===== src/rtl/axi_burst_master_if.sv =====
// axi_burst_master_if: bundles the client command/data-stream signals and the
// AXI4 AW/W/B/AR/R channel signals of axi_burst_master.
//   master modport : view of the burst master (drives AXI requests, client responses)
//   slave modport  : view of the client plus the memory responder
interface axi_burst_master_if #(
  parameter int unsigned DATA_WIDTH    = 64,
  parameter int unsigned ADDRESS_WIDTH = 64,
  parameter int unsigned ID_WIDTH      = 1
);
  localparam int unsigned STRB_WIDTH = DATA_WIDTH / 8;

  // client command / data stream
  logic                     cmd_valid;
  logic                     cmd_ready;
  logic                     cmd_write;
  logic [ADDRESS_WIDTH-1:0] cmd_addr;
  logic [7:0]               cmd_len;
  logic [DATA_WIDTH-1:0]    wr_data;
  logic                     wr_valid;
  logic                     wr_ready;
  logic [DATA_WIDTH-1:0]    rd_data;
  logic                     rd_valid;
  logic                     rd_last;
  logic                     rd_ready;
  logic                     done;
  logic [1:0]               done_resp;

  // AXI write address
  logic [ID_WIDTH-1:0]      aw_id;
  logic [ADDRESS_WIDTH-1:0] aw_addr;
  logic [7:0]               aw_len;
  logic [2:0]               aw_size;
  logic [1:0]               aw_burst;
  logic [3:0]               aw_cache;
  logic [2:0]               aw_prot;
  logic [3:0]               aw_qos;
  logic [3:0]               aw_region;
  logic                     aw_valid;
  logic                     aw_ready;

  // AXI write data / response
  logic [DATA_WIDTH-1:0]    w_data;
  logic [STRB_WIDTH-1:0]    w_strb;
  logic                     w_last;
  logic                     w_valid;
  logic                     w_ready;
  logic [1:0]               b_resp;
  logic [ID_WIDTH-1:0]      b_id;
  logic                     b_valid;
  logic                     b_ready;

  // AXI read address
  logic [ID_WIDTH-1:0]      ar_id;
  logic [ADDRESS_WIDTH-1:0] ar_addr;
  logic [7:0]               ar_len;
  logic [2:0]               ar_size;
  logic [1:0]               ar_burst;
  logic [3:0]               ar_cache;
  logic [2:0]               ar_prot;
  logic [3:0]               ar_qos;
  logic [3:0]               ar_region;
  logic                     ar_valid;
  logic                     ar_ready;

  // AXI read data
  logic [ID_WIDTH-1:0]      r_id;
  logic [DATA_WIDTH-1:0]    r_data;
  logic [1:0]               r_resp;
  logic                     r_last;
  logic                     r_valid;
  logic                     r_ready;

  modport master (
    input  cmd_valid, cmd_write, cmd_addr, cmd_len, wr_data, wr_valid, rd_ready,
           aw_ready, w_ready, b_resp, b_id, b_valid, ar_ready,
           r_id, r_data, r_resp, r_last, r_valid,
    output cmd_ready, wr_ready, rd_data, rd_valid, rd_last, done, done_resp,
           aw_id, aw_addr, aw_len, aw_size, aw_burst, aw_cache, aw_prot, aw_qos,
           aw_region, aw_valid, w_data, w_strb, w_last, w_valid, b_ready,
           ar_id, ar_addr, ar_len, ar_size, ar_burst, ar_cache, ar_prot, ar_qos,
           ar_region, ar_valid, r_ready
  );

  modport slave (
    output cmd_valid, cmd_write, cmd_addr, cmd_len, wr_data, wr_valid, rd_ready,
           aw_ready, w_ready, b_resp, b_id, b_valid, ar_ready,
           r_id, r_data, r_resp, r_last, r_valid,
    input  cmd_ready, wr_ready, rd_data, rd_valid, rd_last, done, done_resp,
           aw_id, aw_addr, aw_len, aw_size, aw_burst, aw_cache, aw_prot, aw_qos,
           aw_region, aw_valid, w_data, w_strb, w_last, w_valid, b_ready,
           ar_id, ar_addr, ar_len, ar_size, ar_burst, ar_cache, ar_prot, ar_qos,
           ar_region, ar_valid, r_ready
  );
endinterface


===== src/rtl/axi_burst_master.sv =====
// axi_burst_master: AXI4 initiator issuing one INCR burst per client command,
// a write over AW/W/B or a read over AR/R, one transaction outstanding.
// Ports:
//   clk  - clock
//   rst  - asynchronous active-low reset
//   bus  - axi_burst_master_if.master: client command, write/read beat streams,
//          done/done_resp completion pulse, and all AXI4 channel signals
// Optional feature: define AXI_BURST_MASTER_TIMEOUT_EN to enable a watchdog that
// forces completion with done_resp=2'b11 after TIMEOUT cycles without a handshake.
module axi_burst_master #(
  parameter int unsigned DATA_WIDTH    = 64,
  parameter int unsigned ADDRESS_WIDTH = 64,
  parameter int unsigned ID_WIDTH      = 1,
  parameter int unsigned TIMEOUT       = 1024
) (
  input  logic                 clk,
  input  logic                 rst,
  axi_burst_master_if.master   bus
);
  localparam int unsigned STRB_WIDTH = DATA_WIDTH / 8;
  localparam int unsigned AX_SIZE    = $clog2(STRB_WIDTH);

  typedef enum logic [2:0] {IDLE, WR_AW, WR_W, WR_B, RD_AR, RD_R, DONE} state_t;

  state_t                   r_state, w_state_nxt;
  logic [ADDRESS_WIDTH-1:0] r_addr, w_addr_nxt;
  logic [7:0]               r_len, w_len_nxt;
  logic [8:0]               r_beat, w_beat_nxt;
  logic [1:0]               r_resp, w_resp_nxt;

  logic w_last_beat, w_aw_hs, w_w_hs, w_b_hs, w_ar_hs, w_r_hs, w_any_hs, w_busy;
  logic [1:0] w_rd_acc;
  logic w_unused_ok;

  // r_id is not checked; TIMEOUT is only consumed by the watchdog build
  assign w_unused_ok = ^{bus.r_id, 1'(TIMEOUT)};

  assign w_last_beat = (r_beat == {1'b0, r_len});
  assign w_aw_hs  = (r_state == WR_AW) && bus.aw_ready;
  assign w_w_hs   = (r_state == WR_W)  && bus.wr_valid && bus.w_ready;
  assign w_b_hs   = (r_state == WR_B)  && bus.b_valid;
  assign w_ar_hs  = (r_state == RD_AR) && bus.ar_ready;
  assign w_r_hs   = (r_state == RD_R)  && bus.r_valid && bus.rd_ready;
  assign w_any_hs = w_aw_hs | w_w_hs | w_b_hs | w_ar_hs | w_r_hs;
  assign w_busy   = (r_state != IDLE) && (r_state != DONE);

  // read response merge: worst of accumulated and current beat
  assign w_rd_acc = (bus.r_resp > r_resp) ? bus.r_resp : r_resp;

  // state and latched command registers
  always_ff @(posedge clk or negedge rst) begin
    if (!rst) begin
      r_state <= IDLE;
      r_addr  <= '0;
      r_len   <= '0;
      r_beat  <= '0;
      r_resp  <= '0;
    end else begin
      r_state <= w_state_nxt;
      r_addr  <= w_addr_nxt;
      r_len   <= w_len_nxt;
      r_beat  <= w_beat_nxt;
      r_resp  <= w_resp_nxt;
    end
  end

`ifdef AXI_BURST_MASTER_TIMEOUT_EN
  localparam int unsigned TMO_W = $clog2(TIMEOUT + 1);
  logic [TMO_W-1:0] r_tmo;
  logic             w_tmo_hit;

  // watchdog: counts idle-handshake cycles while a transaction is in flight
  always_ff @(posedge clk or negedge rst) begin
    if (!rst)                  r_tmo <= '0;
    else if (w_busy && !w_any_hs) r_tmo <= r_tmo + TMO_W'(1);
    else                       r_tmo <= '0;
  end
  assign w_tmo_hit = w_busy && !w_any_hs && (r_tmo == TMO_W'(TIMEOUT - 1));
`endif

  // next-state logic
  always_comb begin
    w_state_nxt = r_state;
    w_addr_nxt  = r_addr;
    w_len_nxt   = r_len;
    w_beat_nxt  = r_beat;
    w_resp_nxt  = r_resp;
    case (r_state)
      IDLE: if (bus.cmd_valid) begin
        w_addr_nxt  = bus.cmd_addr;
        w_len_nxt   = bus.cmd_len;
        w_state_nxt = bus.cmd_write ? WR_AW : RD_AR;
      end
      WR_AW: if (w_aw_hs) begin
        w_beat_nxt  = '0;
        w_resp_nxt  = '0;
        w_state_nxt = WR_W;
      end
      WR_W: if (w_w_hs) begin
        w_beat_nxt = r_beat + 9'd1;
        if (w_last_beat) w_state_nxt = WR_B;
      end
      WR_B: if (w_b_hs) begin
        w_resp_nxt  = (bus.b_id != '0) ? 2'b10 : bus.b_resp;
        w_state_nxt = DONE;
      end
      RD_AR: if (w_ar_hs) begin
        w_beat_nxt  = '0;
        w_resp_nxt  = '0;
        w_state_nxt = RD_R;
      end
      RD_R: if (w_r_hs) begin
        w_beat_nxt = r_beat + 9'd1;
        w_resp_nxt = w_rd_acc;
        // slave's last flag disagrees with the requested length
        if ((bus.r_last != w_last_beat) && (w_rd_acc < 2'b10)) w_resp_nxt = 2'b10;
        if (bus.r_last || w_last_beat) w_state_nxt = DONE;
      end
      DONE: w_state_nxt = IDLE;
      default: w_state_nxt = IDLE;
    endcase
`ifdef AXI_BURST_MASTER_TIMEOUT_EN
    if (w_tmo_hit) begin
      w_state_nxt = DONE;
      w_resp_nxt  = 2'b11;
    end
`endif
  end

  // client side
  assign bus.cmd_ready = (r_state == IDLE);
  assign bus.wr_ready  = (r_state == WR_W) && bus.w_ready;
  assign bus.rd_valid  = (r_state == RD_R) && bus.r_valid;
  assign bus.rd_last   = (r_state == RD_R) && bus.r_last;
  assign bus.rd_data   = bus.r_data;
  assign bus.done      = (r_state == DONE);
  assign bus.done_resp = r_resp;

  // write channels
  assign bus.aw_id     = '0;
  assign bus.aw_addr   = r_addr;
  assign bus.aw_len    = r_len;
  assign bus.aw_size   = 3'(AX_SIZE);
  assign bus.aw_burst  = 2'b01;
  assign bus.aw_cache  = 4'b0011;
  assign bus.aw_prot   = '0;
  assign bus.aw_qos    = '0;
  assign bus.aw_region = '0;
  assign bus.aw_valid  = (r_state == WR_AW);
  assign bus.w_data    = bus.wr_data;
  assign bus.w_strb    = '1;
  assign bus.w_last    = (r_state == WR_W) && w_last_beat;
  assign bus.w_valid   = (r_state == WR_W) && bus.wr_valid;
  assign bus.b_ready   = (r_state == WR_B);

  // read channels
  assign bus.ar_id     = '0;
  assign bus.ar_addr   = r_addr;
  assign bus.ar_len    = r_len;
  assign bus.ar_size   = 3'(AX_SIZE);
  assign bus.ar_burst  = 2'b01;
  assign bus.ar_cache  = 4'b0011;
  assign bus.ar_prot   = '0;
  assign bus.ar_qos    = '0;
  assign bus.ar_region = '0;
  assign bus.ar_valid  = (r_state == RD_AR);
  assign bus.r_ready   = (r_state == RD_R) && bus.rd_ready;
endmodule


===== src/flat_wrapper.sv =====
// flat-port wrapper written by rule: the top's interface ports become plain ports
module axi_burst_master_flat 
#(
  parameter int unsigned DATA_WIDTH    = 64,
  parameter int unsigned ADDRESS_WIDTH = 64,
  parameter int unsigned ID_WIDTH      = 1,
  parameter int unsigned TIMEOUT       = 1024
)
  (clk, rst, bus_cmd_valid, bus_cmd_write, bus_cmd_addr, bus_cmd_len, bus_wr_data, bus_wr_valid, bus_rd_ready, bus_aw_ready, bus_w_ready, bus_b_resp, bus_b_id, bus_b_valid, bus_ar_ready, bus_r_id, bus_r_data, bus_r_resp, bus_r_last, bus_r_valid, bus_cmd_ready, bus_wr_ready, bus_rd_data, bus_rd_valid, bus_rd_last, bus_done, bus_done_resp, bus_aw_id, bus_aw_addr, bus_aw_len, bus_aw_size, bus_aw_burst, bus_aw_cache, bus_aw_prot, bus_aw_qos, bus_aw_region, bus_aw_valid, bus_w_data, bus_w_strb, bus_w_last, bus_w_valid, bus_b_ready, bus_ar_id, bus_ar_addr, bus_ar_len, bus_ar_size, bus_ar_burst, bus_ar_cache, bus_ar_prot, bus_ar_qos, bus_ar_region, bus_ar_valid, bus_r_ready);
  axi_burst_master_if #(.DATA_WIDTH(DATA_WIDTH), .ADDRESS_WIDTH(ADDRESS_WIDTH), .ID_WIDTH(ID_WIDTH)) bus_i ();
  input  logic clk;
  input  logic rst;
  input wire logic [$bits(bus_i.cmd_valid)-1:0] bus_cmd_valid;
  input wire logic [$bits(bus_i.cmd_write)-1:0] bus_cmd_write;
  input wire logic [$bits(bus_i.cmd_addr)-1:0] bus_cmd_addr;
  input wire logic [$bits(bus_i.cmd_len)-1:0] bus_cmd_len;
  input wire logic [$bits(bus_i.wr_data)-1:0] bus_wr_data;
  input wire logic [$bits(bus_i.wr_valid)-1:0] bus_wr_valid;
  input wire logic [$bits(bus_i.rd_ready)-1:0] bus_rd_ready;
  input wire logic [$bits(bus_i.aw_ready)-1:0] bus_aw_ready;
  input wire logic [$bits(bus_i.w_ready)-1:0] bus_w_ready;
  input wire logic [$bits(bus_i.b_resp)-1:0] bus_b_resp;
  input wire logic [$bits(bus_i.b_id)-1:0] bus_b_id;
  input wire logic [$bits(bus_i.b_valid)-1:0] bus_b_valid;
  input wire logic [$bits(bus_i.ar_ready)-1:0] bus_ar_ready;
  input wire logic [$bits(bus_i.r_id)-1:0] bus_r_id;
  input wire logic [$bits(bus_i.r_data)-1:0] bus_r_data;
  input wire logic [$bits(bus_i.r_resp)-1:0] bus_r_resp;
  input wire logic [$bits(bus_i.r_last)-1:0] bus_r_last;
  input wire logic [$bits(bus_i.r_valid)-1:0] bus_r_valid;
  output wire logic [$bits(bus_i.cmd_ready)-1:0] bus_cmd_ready;
  output wire logic [$bits(bus_i.wr_ready)-1:0] bus_wr_ready;
  output wire logic [$bits(bus_i.rd_data)-1:0] bus_rd_data;
  output wire logic [$bits(bus_i.rd_valid)-1:0] bus_rd_valid;
  output wire logic [$bits(bus_i.rd_last)-1:0] bus_rd_last;
  output wire logic [$bits(bus_i.done)-1:0] bus_done;
  output wire logic [$bits(bus_i.done_resp)-1:0] bus_done_resp;
  output wire logic [$bits(bus_i.aw_id)-1:0] bus_aw_id;
  output wire logic [$bits(bus_i.aw_addr)-1:0] bus_aw_addr;
  output wire logic [$bits(bus_i.aw_len)-1:0] bus_aw_len;
  output wire logic [$bits(bus_i.aw_size)-1:0] bus_aw_size;
  output wire logic [$bits(bus_i.aw_burst)-1:0] bus_aw_burst;
  output wire logic [$bits(bus_i.aw_cache)-1:0] bus_aw_cache;
  output wire logic [$bits(bus_i.aw_prot)-1:0] bus_aw_prot;
  output wire logic [$bits(bus_i.aw_qos)-1:0] bus_aw_qos;
  output wire logic [$bits(bus_i.aw_region)-1:0] bus_aw_region;
  output wire logic [$bits(bus_i.aw_valid)-1:0] bus_aw_valid;
  output wire logic [$bits(bus_i.w_data)-1:0] bus_w_data;
  output wire logic [$bits(bus_i.w_strb)-1:0] bus_w_strb;
  output wire logic [$bits(bus_i.w_last)-1:0] bus_w_last;
  output wire logic [$bits(bus_i.w_valid)-1:0] bus_w_valid;
  output wire logic [$bits(bus_i.b_ready)-1:0] bus_b_ready;
  output wire logic [$bits(bus_i.ar_id)-1:0] bus_ar_id;
  output wire logic [$bits(bus_i.ar_addr)-1:0] bus_ar_addr;
  output wire logic [$bits(bus_i.ar_len)-1:0] bus_ar_len;
  output wire logic [$bits(bus_i.ar_size)-1:0] bus_ar_size;
  output wire logic [$bits(bus_i.ar_burst)-1:0] bus_ar_burst;
  output wire logic [$bits(bus_i.ar_cache)-1:0] bus_ar_cache;
  output wire logic [$bits(bus_i.ar_prot)-1:0] bus_ar_prot;
  output wire logic [$bits(bus_i.ar_qos)-1:0] bus_ar_qos;
  output wire logic [$bits(bus_i.ar_region)-1:0] bus_ar_region;
  output wire logic [$bits(bus_i.ar_valid)-1:0] bus_ar_valid;
  output wire logic [$bits(bus_i.r_ready)-1:0] bus_r_ready;
  assign bus_i.cmd_valid = bus_cmd_valid;
  assign bus_i.cmd_write = bus_cmd_write;
  assign bus_i.cmd_addr = bus_cmd_addr;
  assign bus_i.cmd_len = bus_cmd_len;
  assign bus_i.wr_data = bus_wr_data;
  assign bus_i.wr_valid = bus_wr_valid;
  assign bus_i.rd_ready = bus_rd_ready;
  assign bus_i.aw_ready = bus_aw_ready;
  assign bus_i.w_ready = bus_w_ready;
  assign bus_i.b_resp = bus_b_resp;
  assign bus_i.b_id = bus_b_id;
  assign bus_i.b_valid = bus_b_valid;
  assign bus_i.ar_ready = bus_ar_ready;
  assign bus_i.r_id = bus_r_id;
  assign bus_i.r_data = bus_r_data;
  assign bus_i.r_resp = bus_r_resp;
  assign bus_i.r_last = bus_r_last;
  assign bus_i.r_valid = bus_r_valid;
  assign bus_cmd_ready = bus_i.cmd_ready;
  assign bus_wr_ready = bus_i.wr_ready;
  assign bus_rd_data = bus_i.rd_data;
  assign bus_rd_valid = bus_i.rd_valid;
  assign bus_rd_last = bus_i.rd_last;
  assign bus_done = bus_i.done;
  assign bus_done_resp = bus_i.done_resp;
  assign bus_aw_id = bus_i.aw_id;
  assign bus_aw_addr = bus_i.aw_addr;
  assign bus_aw_len = bus_i.aw_len;
  assign bus_aw_size = bus_i.aw_size;
  assign bus_aw_burst = bus_i.aw_burst;
  assign bus_aw_cache = bus_i.aw_cache;
  assign bus_aw_prot = bus_i.aw_prot;
  assign bus_aw_qos = bus_i.aw_qos;
  assign bus_aw_region = bus_i.aw_region;
  assign bus_aw_valid = bus_i.aw_valid;
  assign bus_w_data = bus_i.w_data;
  assign bus_w_strb = bus_i.w_strb;
  assign bus_w_last = bus_i.w_last;
  assign bus_w_valid = bus_i.w_valid;
  assign bus_b_ready = bus_i.b_ready;
  assign bus_ar_id = bus_i.ar_id;
  assign bus_ar_addr = bus_i.ar_addr;
  assign bus_ar_len = bus_i.ar_len;
  assign bus_ar_size = bus_i.ar_size;
  assign bus_ar_burst = bus_i.ar_burst;
  assign bus_ar_cache = bus_i.ar_cache;
  assign bus_ar_prot = bus_i.ar_prot;
  assign bus_ar_qos = bus_i.ar_qos;
  assign bus_ar_region = bus_i.ar_region;
  assign bus_ar_valid = bus_i.ar_valid;
  assign bus_r_ready = bus_i.r_ready;
  axi_burst_master #(.DATA_WIDTH(DATA_WIDTH), .ADDRESS_WIDTH(ADDRESS_WIDTH), .ID_WIDTH(ID_WIDTH), .TIMEOUT(TIMEOUT)) u_core (.clk(clk), .rst(rst), .bus(bus_i));
endmodule

===== config.mk =====
export PLATFORM = sky130hd
export DESIGN_NAME = axi_burst_master_flat
export DESIGN_NICKNAME = d
export VERILOG_FILES = /design/src/rtl/axi_burst_master_if.sv /design/src/rtl/axi_burst_master.sv /design/src/flat_wrapper.sv
export SDC_FILE = /design/constraint.sdc
export NUM_CORES = 1
export LEC_CHECK = 0
export ABC_AREA = 1
export BUFFER_PORTS_ARGS = -buffer_cell sky130_fd_sc_hd__buf_2
export CAP_MARGIN = 20
export CORE_AREA = 4 4 210 212
export CTS_BUF_LIST = sky130_fd_sc_hd__clkbuf_4 sky130_fd_sc_hd__clkbuf_8
export DETAILED_ROUTE_END_ITERATION = 12
export DIE_AREA = 0 0 214 216
export GPL_TIMING_DRIVEN = 0
export HOLD_SLACK_MARGIN = 0.03
export PLACE_DENSITY_LB_ADDON = 0.1
export SLEW_MARGIN = 10
export SYNTH_ARGS = -nofsm -noshare
export SYNTH_HDL_FRONTEND = slang
export SYNTH_SLANG_ARGS = --single-unit

===== constraint.sdc =====
create_clock -name clk -period 3.45 [get_ports clk]
set_input_delay 0.345 -clock clk [delete_from_list [all_inputs] [get_ports clk]]
set_output_delay 0.345 -clock clk [all_outputs]
set_load 0.02 [all_outputs]

==> results of run 1 <==
[report_power, final]
part           switching, mW  internal (mW)  leakage [nW]
Clock                  0.416          0.390         0.106
Combinational           2.63           2.09          3.88
Sequential             0.419           1.49          1.03
[logic make-up (layout without fill, tap and decap cells)]
| family | count (synthesis) | in the layout | synth area share, % |
|---|---|---|---|
| other | 2 | 52 | 0.1267 |
| flip-flops | 86 | 86 | 36.29 |
| XOR/XNOR | 6 | 6 | 0.8863 |
| buffers and inverters | 301 | 692 | 35.94 |
| multiplexers | 67 | 67 | 13.99 |
| adder cells (fa/ha/maj) | 5 | 5 | 1.055 |
| AO/OA/AOI/OAI | 25 | 25 | 2.258 |
| AND/OR/NAND/NOR | 122 | 122 | 9.453 |
[critical path, stage by stage, from the launching register on]
cell,delay [ns]
dfrtp_1,0.44
inv_1,0.14
nand2_1,0.06
nand2_1,0.05
nand2_1,0.05
nor2_1,0.12
nand3_1,0.22
nor2_1,0.14
buf_2,0.18
[layout make-up]
type | instances | area share (%)
well taps | 539 | 7.570
clock buffers | 13 | 1.868
flip-flops and latches | 86 | 24.16
inverters | 39 | 1.685
diodes | 2 | 0.05618
plain buffers | 262 | 22.23
clock inverters | 3 | 0.4775
multi-input cells | 275 | 20.51
repair buffers | 375 | 21.45
[state kept, by name (all words and copies together) (netlist names)]
register,count
u_core.bus.ar_addr,64
u_core.r_beat,9
u_core.bus.ar_len,8
u_core.r_state,3
u_core.bus.done_resp,2
[through the flow]
stage	power (mW)	area, µm²	instances	hold slack, ns
final	7.424	8909	1594	0.1630
after floorplan	5.188	6110	662	0.04941
after detailed placement	6.774	8685	1575	0.3068
after global placement	6.794	8651	1574	0.5141
after global routing	7.997	8909	1594	0.1006
after CTS	7.645	8904	1592	0.09299
[synth_stat cells, types with 3 or more instances]
| library cell | number |
|---|---|
| buf_4 | 250 |
| nand2_2 | 4 |
| nor2_1 | 33 |
| inv_2 | 3 |
| dfrtp_1 | 86 |
| mux2_4 | 20 |
| nor2_4 | 3 |
| o21ai_0 | 7 |
| o21ai_1 | 5 |
| xor2_1 | 5 |
| a21oi_1 | 10 |
| nand2_1 | 59 |
| mux2_2 | 47 |
| buf_6 | 7 |
| inv_1 | 34 |
| buf_2 | 5 |
| nand3_1 | 13 |
| ha_1 | 5 |
[worst min path at each step]
stage,end,slack (ns),start,cells past startpoint
5_1_grt,u_core.bus.ar_addr[18]$_DFFE_PN0P_,0.10,bus_cmd_addr[18],2
2_1_floorplan,u_core.bus.ar_addr[0]$_DFFE_PN0P_,0.05,rst,0
4_1_cts,u_core.bus.ar_addr[40]$_DFFE_PN0P_,0.09,bus_cmd_addr[40],2
3_3_place_gp,u_core.bus.ar_addr[29]$_DFFE_PN0P_,0.51,u_core.bus.ar_addr[29]$_DFFE_PN0P_,1
3_5_place_dp,u_core.bus.ar_addr[37]$_DFFE_PN0P_,0.31,rst,1
6_report,u_core.bus.ar_addr[40]$_DFFE_PN0P_,0.16,bus_cmd_addr[40],2
[cell usage in the layout (no fill, tap or decap), types with 3 or more instances in the layout]
cell type  count
conb_1        50
mux2_4        20
buf_2        377
ha_1           5
nand2_1       59
o21ai_1        5
inv_2          3
nand2_2        4
xor2_1         5
o21ai_0        7
inv_1         34
mux2_2        47
clkbuf_8      11
nor2_1        33
buf_4        250
nand3_1       13
a21oi_1       10
buf_6          8
nor2_4         3
dfrtp_1       86
[layer usage]
layer  global-route usage (%)  up-vias  routed length [µm]
met5                        0        -                   0
met4                    2.550        0                 227
met3                    2.855       14                1426
met2                    15.60      238               11310
met1                    9.408     2200                7848
li1                         -     2503                   -
==> reports/results.ini, run 1 <==
[cts]
cts_buffer_depth = 2
cts_max_level = 3
clk_latency_ns = 0.41
hold_buffers = 1
cts_buffers = 9
cts_tree = yes
cts-resized-gates = 0
cts_sinks = 86
clockRootBuffer = clkbuf_8
cts_setup_buffers = 0
path_clk_slew_ns = 0.09

[cells_and_area]
multi_input_area_mm2 = 0.001827
nets = 1271
syn_to_final_growth_pct = 50.24
finish.utilization_pct = 21.24
drive_gt1_share_pct = 69.90
nFillCells = 4686
register_area_mm2 = 0.002152

[detailed_routing]
drc = 0
drt_iter0_drc = 171
dr_total_vias = 4955
antenna_left = 0
via_per_inst = 3.109
drtPass1Iterations = 4
post_drt_wl_per_cell_um = 13.06
wl_mm = 20.81

[global_route]
grt_max_degree = 46
grt_pass1_wl_mm = 30.22
antenna_found_initial = 2
grt_pass1_vias = 4969
grt_usage_pct = 8.536
overflow = 0

[setup_path]
start_kind = flip-flop
crit_fanout = 5
cp-end-kind = primary output
reg2reg_from = u_core.r_beat[6]$_DFFE_PN0P_
crit_required_ns = 3.11
reg2reg_slack_ns = 1.38
worstSetupEndpoint = bus_w_last
worstRegToRegCells = 13
critPathKind = flip-flop to primary output
crit_start = u_core.r_beat[6]$_DFFE_PN0P_
r2r_end = u_core.r_state[2]$_DFFE_PN0P_
cp.arrival_ns = 1.81

[run_status]
status = complete, no violations

[sta]
fmax_ghz = 0.4640
rsz0062_at_grt = false
slew_viol_final = 0
hold_viol_final = 0
setup_tns_ns = 0
setup_slack_ns = 1.295
fin_crit_ns = 2.155
finalSetupViolations = 0
finClkSkew_ns = 0.01484
fin_crit_sh_pct = 62.47

[place]
dp_hpwl_mm = 17.38
dp_slack_ns = 1.263
place.gp.congestion = 0.7084
port_buffers = 373

[floorplanning]
die_w_um = 214
die_area_mm2 = 0.04622
io_pins = 553
die_h_um = 216
coreArea_mm2 = 0.04195
start_util_pct = 14.14
core.rowCount = 75

[synthesis]
yosys-top-cells-area = dfrtp_1, buf_4, mux2_2
ys.flop_type = dfrtp_1
synth-edff-count = 0
ys_ff_latch = 86
syn-cell-area_mm2 = 0.005929
synth_top_area_share_pct = 36.29
syn_inst = 614
async_flop_share_pct = 100.0
ys_warn_count = 0
ys_seq_area_share_pct = 36.29
synth_cell_type_count = 32
yosys.area.top_type = dfrtp_1
avgSynthCellArea_um2 = 9.657

[power_and_ir_drop]
leakagePower_nw = 5.019
vdd_drop_max_mv = 0.2783
power_density_mw_per_mm2 = 833.3

[min_path]
hp-class = input pin to flip-flop

[flow_run]
drv_cap = 0

No activity file was read; power rests on OpenSTA's default activity.
==> run 2, diff against run 1 <==
- CORE_AREA: 4 4 210 212 -> 4 4 214 216
- DIE_AREA: 0 0 214 216 -> 0 0 218 220
- clock period: 3.45 -> 1.94 ns (I/O delays scaled with it)
==> run 2 against run 1 <==
  * Via count grew 6.7%
  * Flip-flop and latch count stayed put
  * Non-clock buffer count rose by 84
  * Final cell count increased by 8.4%
  * Global-route usage fell by 0.51 points
  * Sequential share of layout area decreased by 2.2 points
  * Core utilization is 1.1 points higher
  * First-iteration DRC count fell by 15%
  * Sequential power is 76% higher
  * Clock skew is 0.0068 ns lower
  * Setup slack lost 1.2 ns
  * Critical path type is now flip-flop to flip-flop
==> reports/results.ini, run 2 (synthesis gave the netlist of run 1 again) <==
[sta]
finalSetupViolations = 0
hold_viol_final = 0
fin_crit_sh_pct = 93.55
fmax_ghz = 0.5510
finClkSkew_ns = 0.008055
rsz0062_at_grt = true
fin_hold_ws_ns = 0.1463
slew_viol_final = 0
fin_crit_ns = 1.815

[detailed_routing]
drt_iter0_drc = 146
dr_total_vias = 5286
post_drt_wl_per_cell_um = 12.18
antenna_left = 0
wl_mm = 21.05
drtPass1Iterations = 5
via_per_inst = 3.059
drc = 0

[power_and_ir_drop]
vdd_drop_max_mv = 0.5739
leakagePower_nw = 5.362
power_mw = 13.40
power_density_mw_per_mm2 = 1365

[setup_path]
crit_required_ns = 2.27
start_kind = flip-flop
slowest_stage = dfrtp_1
worstRegToRegCells = 11
cp.arrival_ns = 2.15
path_cells = inv_1 -> nand2_1 -> nand3_1 -> nor2_1 -> nand3_4 -> ha_2 -> a21oi_2 -> nand2_1 -> nand3_1 -> nor2_1 -> a21oi_1
slowest_delay_ns = 0.42
critPathKind = flip-flop to flip-flop
cp-end-kind = flip-flop
crit_fanout = 4

[cells_and_area]
nFillCells = 4932
largest_reg_flops = 64
layout_common_cells = buf_2, buf_4, dfrtp_1, dlygate4sd3_1, nand2_1
layout_commonest_cell = buf_2
nets = 1355
register_area_mm2 = 0.002156
multi_input_area_mm2 = 0.001878
n_antenna_cell = 0
finalNonFillerCells = 1728
drive_gt1_share_pct = 67.08
finish.utilization_pct = 22.33
syn_to_final_growth_pct = 65.48

[floorplanning]
coreArea_mm2 = 0.04393
die_area_mm2 = 0.04796
core.rowCount = 77
die_h_um = 220
io_pins = 553
start_util_pct = 13.50
die_w_um = 218

[cts]
cts_sinks = 86
cts_buffers = 9
cts_max_level = 3
clockRootBuffer = clkbuf_8
clk_latency_ns = 0.41
cts_buffer_depth = 2
cts_tree = yes
path_clk_slew_ns = 0.09

[place]
place.gp.congestion = 0.6772
port_buffers = 373
dp_cells = 1628
dp_hpwl_mm = 17.21

[global_route]
grt_usage_pct = 8.025
overflow = 0
antenna_found_initial = 0
grt_pass1_vias = 5209
grt_max_degree = 49
grt_pass1_wl_mm = 29.68

[flow_run]
drv_cap = 0

[min_path]
hp-class = input pin to flip-flop
hold_depth = 5

[run_status]
status = complete, no violations

-- run 2: changes by cell type in the layout (fill, tap and decap cells not counted), sizes merged --
cell         previous run  this run
buf                   636       648
bufinv                  1         0
clkbuf                 13        12
clkinvlp                1         2
diode                   2         0
dlygate4sd3             1        73
-- run 2: critical path, delay by kind of cell, from the launching register on --
kind | cells | cell delay [ns]
and+or+nand+nor | 7 | 0.69
DFF | 1 | 0.42
adders and majority gates | 1 | 0.29
AOI/OAI and AO/OA | 2 | 0.27
buffers and inverters | 1 | 0.08
-- run 2: layer usage --
| layer | track usage (%) | vias to the layer above | part of all wire [%] |
|---|---|---|---|
| met3 | 2.096 | 13 | 7.4 |
| met2 | 14.58 | 238 | 53 |
| met1 | 9.160 | 2371 | 38 |
| met4 | 2.612 | 0 | 1.2 |
| li1 | - | 2664 | - |
| met5 | 0 | - | 0 |
-- run 2: where the power goes --
group	leakage [nW]	total, mW	internal (mW)	switching [mW]
sequential	1.03	3.36	2.65	0.711
clock	0.0879	1.29	0.541	0.745
combinational	4.25	8.75	3.92	4.83
-- run 2: final cells by class --
cell class / instances / area share [%]
well taps: 592 / 7.549
flip-flops and latches: 86 / 21.97
inverters: 39 / 1.530
plain buffers: 262 / 20.19
multi-input cells: 275 / 19.14
clock inverters: 3 / 0.2040
clock buffers: 12 / 1.619
repair buffers: 459 / 27.80
-- run 2: final timing paths --
path                                                   start                             endpoint  slack, ns
hold / removal                                 bus_b_resp[0]  u_core.bus.done_resp[0]$_DFFE_PN0P_       0.15
hold reg to reg            u_core.bus.ar_addr[6]$_DFFE_PN0P_    u_core.bus.ar_addr[6]$_DFFE_PN0P_       0.54
max in group asynchronous                                rst         u_core.r_beat[1]$_DFFE_PN0P_       1.04
setup / recovery            u_core.bus.ar_len[0]$_DFFE_PN0P_  u_core.bus.done_resp[0]$_DFFE_PN0P_       0.13
min in group asynchronous                                rst   u_core.bus.ar_addr[20]$_DFFE_PN0P_       0.26
setup reg to reg            u_core.bus.ar_len[0]$_DFFE_PN0P_  u_core.bus.done_resp[0]$_DFFE_PN0P_       0.13
-- run 2: what timing repair did --
item,4_1_cts,5_1_grt
gates resized for setup,9,14
pin swaps,4,7
endpoints found under the hold margin,110,0
buffers inserted,10,2
hold buffers,73,0
setup endpoints to repair,6,6
-- run 2: metrics by stage --
step,instance area [µm²],setup slack (ns),TNS [ns]
after floorplan,6110,0.2204,0
after global placement,8717,-0.5256,-44.82
after detailed placement,8751,-0.2195,-0.8215
after CTS,9761,0.002291,0
after global routing,9812,-0.03397,-0.08591
final,9812,0.1251,0
==> run 3, diff against run 2 <==
- RECOVER_POWER: unset -> 25
==> run 3 against run 2 <==
  * Register-to-register slack is essentially flat
  * Wire length grew 0.33%
  * Global-route usage is the same
==> reports/results.ini, run 3 (synthesis gave the netlist of run 1 again) <==
[run_status]
status = complete, no violations

[power_and_ir_drop]
power_switching_share_pct = 47.01
p_clk_share_pct = 9.6
vdd_drop_max_mv = 0.5753
switchingPower_mw = 6.285
cell_internal_pwr_mw = 7.085
combPwrFrac_pct = 65.3
power_mw = 13.37
pwr-share-seq_pct = 25.1
leakagePower_nw = 5.090
power_density_mw_per_mm2 = 1381

[setup_path]
reg2reg_from = u_core.bus.ar_len[0]$_DFFE_PN0P_
crit_fanout = 4
crit_start = u_core.bus.ar_len[0]$_DFFE_PN0P_
worstSetupEndpoint = u_core.bus.done_resp[0]$_DFFE_PN0P_
worstRegToRegCells = 11
reg2reg_slack_ns = 0.14
start_kind = flip-flop
cp-end-kind = flip-flop
cp.arrival_ns = 2.14
critPathKind = flip-flop to flip-flop
path_depth = 11
cp_top_family = simple AND/OR/NAND/NOR gates
slowest_delay_ns = 0.41
slowest_stage = dfrtp_1
crit_required_ns = 2.27
path_cells = inv_1 -> nand2_1 -> nand3_1 -> nor2_1 -> nand3_4 -> ha_2 -> a21oi_2 -> nand2_1 -> nand3_1 -> nor2_1 -> a21oi_1
r2r_end = u_core.bus.done_resp[0]$_DFFE_PN0P_
path_buf_inv = 1

[cells_and_area]
layout_commonest_cell = buf_2
largest_reg_flops = 64
nets = 1355
nFillCells = 4991
syn_to_final_growth_pct = 63.30
n_antenna_cell = 0
fin_area_mm2 = 0.009683
layout_common_cells = buf_2, buf_4, clkbuf_1, dfrtp_1, dlygate4sd3_1
drive_gt1_share_pct = 58.45

[floorplanning]
die_h_um = 220
die_area_mm2 = 0.04796
die_w_um = 218
core.rowCount = 77
coreArea_mm2 = 0.04393
start_util_pct = 13.50
io_pins = 553

[sta]
slew_headroom_pct = 25.10
fmax_ghz = 0.5547
tightest_slew_ns = 1.123
finClkSkew_ns = 0.007743
slew_viol_final = 0
setup_tns_ns = 0
fin_crit_ns = 1.803
fin_crit_sh_pct = 92.92
rsz0062_at_grt = true
setup_slack_ns = 0.1373
hold_viol_final = 0
finalSetupViolations = 0

[global_route]
grt_usage_pct = 8.025
grt_pass1_vias = 5209
overflow = 0
antenna_found_initial = 0
grt_max_degree = 49
grt_pass1_wl_mm = 29.68

[detailed_routing]
drc = 0
antenna_left = 0
post_drt_wl_per_cell_um = 12.22
via_per_inst = 3.073
drtPass1Iterations = 4
wl_mm = 21.12
dr_total_vias = 5310
drt_iter0_drc = 153

[cts]
cts_sinks = 86
clk_latency_ns = 0.41
path_clk_slew_ns = 0.09
cts_tree = yes
cts_buffer_depth = 2
clockRootBuffer = clkbuf_8
cts_max_level = 3
cts_buffers = 9

[place]
place.gp.congestion = 0.6772
dp_slack_ns = -0.2195
dp_hpwl_mm = 17.21
place_area_mm2 = 0.008751
port_buffers = 373

[flow_run]
drv_cap = 0

[min_path]
hold_depth = 5
hp-class = input pin to flip-flop

[run 3: cell types whose count changed in the layout (fill, tap and decap cells not counted), sizes merged]
cell / delta
clkbuf: +99
buf: -99
[run 3: area by class of cell]
class	instances	area, µm²	share of cell area [%]
buffer	262	1981	20.45
clock inverter	3	20.02	0.2067
inverter	39	150.1	1.551
sequential	86	2156	22.26
timing repair buffer	459	2599	26.84
clock buffer	12	158.9	1.641
tap	592	740.7	7.650
multi-input combinational	275	1878	19.40
[run 3: worst reg2reg max path, delay by kind of cell (launching register included)]
kind,cells,cell delay (ns)
adder cells (fa/ha/maj),1,0.30
flip-flops,1,0.41
AND/OR/NAND/NOR,7,0.69
buffers and inverters,1,0.08
AO/OA/AOI/OAI,2,0.27
[run 3: what timing repair did]
| action | CTS | global route |
|---|---|---|
| buffers inserted | 10 | 2 |
| endpoints found under the hold margin | 110 | 0 |
| endpoints found under the setup margin | 6 | 6 |
| pin swaps | 4 | 7 |
| gates cloned | 0 | 0 |
| gates resized for setup | 9 | 14 |
| hold buffers | 73 | 0 |
[run 3: per-layer routing]
metal	part of all wire [%]	GRT usage, %	vias to the layer above
li1	-	-	2663
met1	38	9.160	2392
met2	53	14.58	242
met3	7.3	2.096	13
met4	1.2	2.612	0
met5	0	0	-
[run 3: worst min-delay path by stage]
stage | endpoint | slack, ns | startpoint
2_1_floorplan | u_core.bus.ar_addr[0]$_DFFE_PN0P_ | -0.10 | rst
3_3_place_gp | u_core.bus.ar_addr[43]$_DFFE_PN0P_ | 0.43 | bus_cmd_addr[43]
3_5_place_dp | u_core.bus.ar_addr[20]$_DFFE_PN0P_ | 0.14 | rst
4_1_cts | u_core.bus.done_resp[0]$_DFFE_PN0P_ | 0.09 | bus_b_resp[0]
5_1_grt | u_core.bus.done_resp[0]$_DFFE_PN0P_ | 0.12 | bus_b_resp[0]
6_report | u_core.bus.done_resp[0]$_DFFE_PN0P_ | 0.15 | bus_b_resp[0]
[run 3: power by group through the flow]
| stage | clock network, mW | logic, mW | registers, mW |
|---|---|---|---|
| 2_1_floorplan | 0 | 5.00 | 4.22 |
| 3_3_place_gp | 0 | 8.67 | 3.45 |
| 3_5_place_dp | 0 | 8.58 | 3.49 |
| 4_1_cts | 1.44 | 8.87 | 3.42 |
| 5_1_grt | 1.48 | 9.41 | 3.52 |
| 6_report | 1.29 | 8.73 | 3.36 |
[run 3: through the flow]
| stage | util [%] | hold WS, ns | cells |
|---|---|---|---|
| floorplan | - | -0.1016 | 662 |
| global placement | 19.84 | 0.4275 | 1627 |
| detailed placement | 19.92 | 0.1447 | 1628 |
| CTS | 22.22 | 0.09405 | 1726 |
| global route | 22.04 | 0.1199 | 1728 |
| finish | 22.04 | 0.1462 | 1728 |
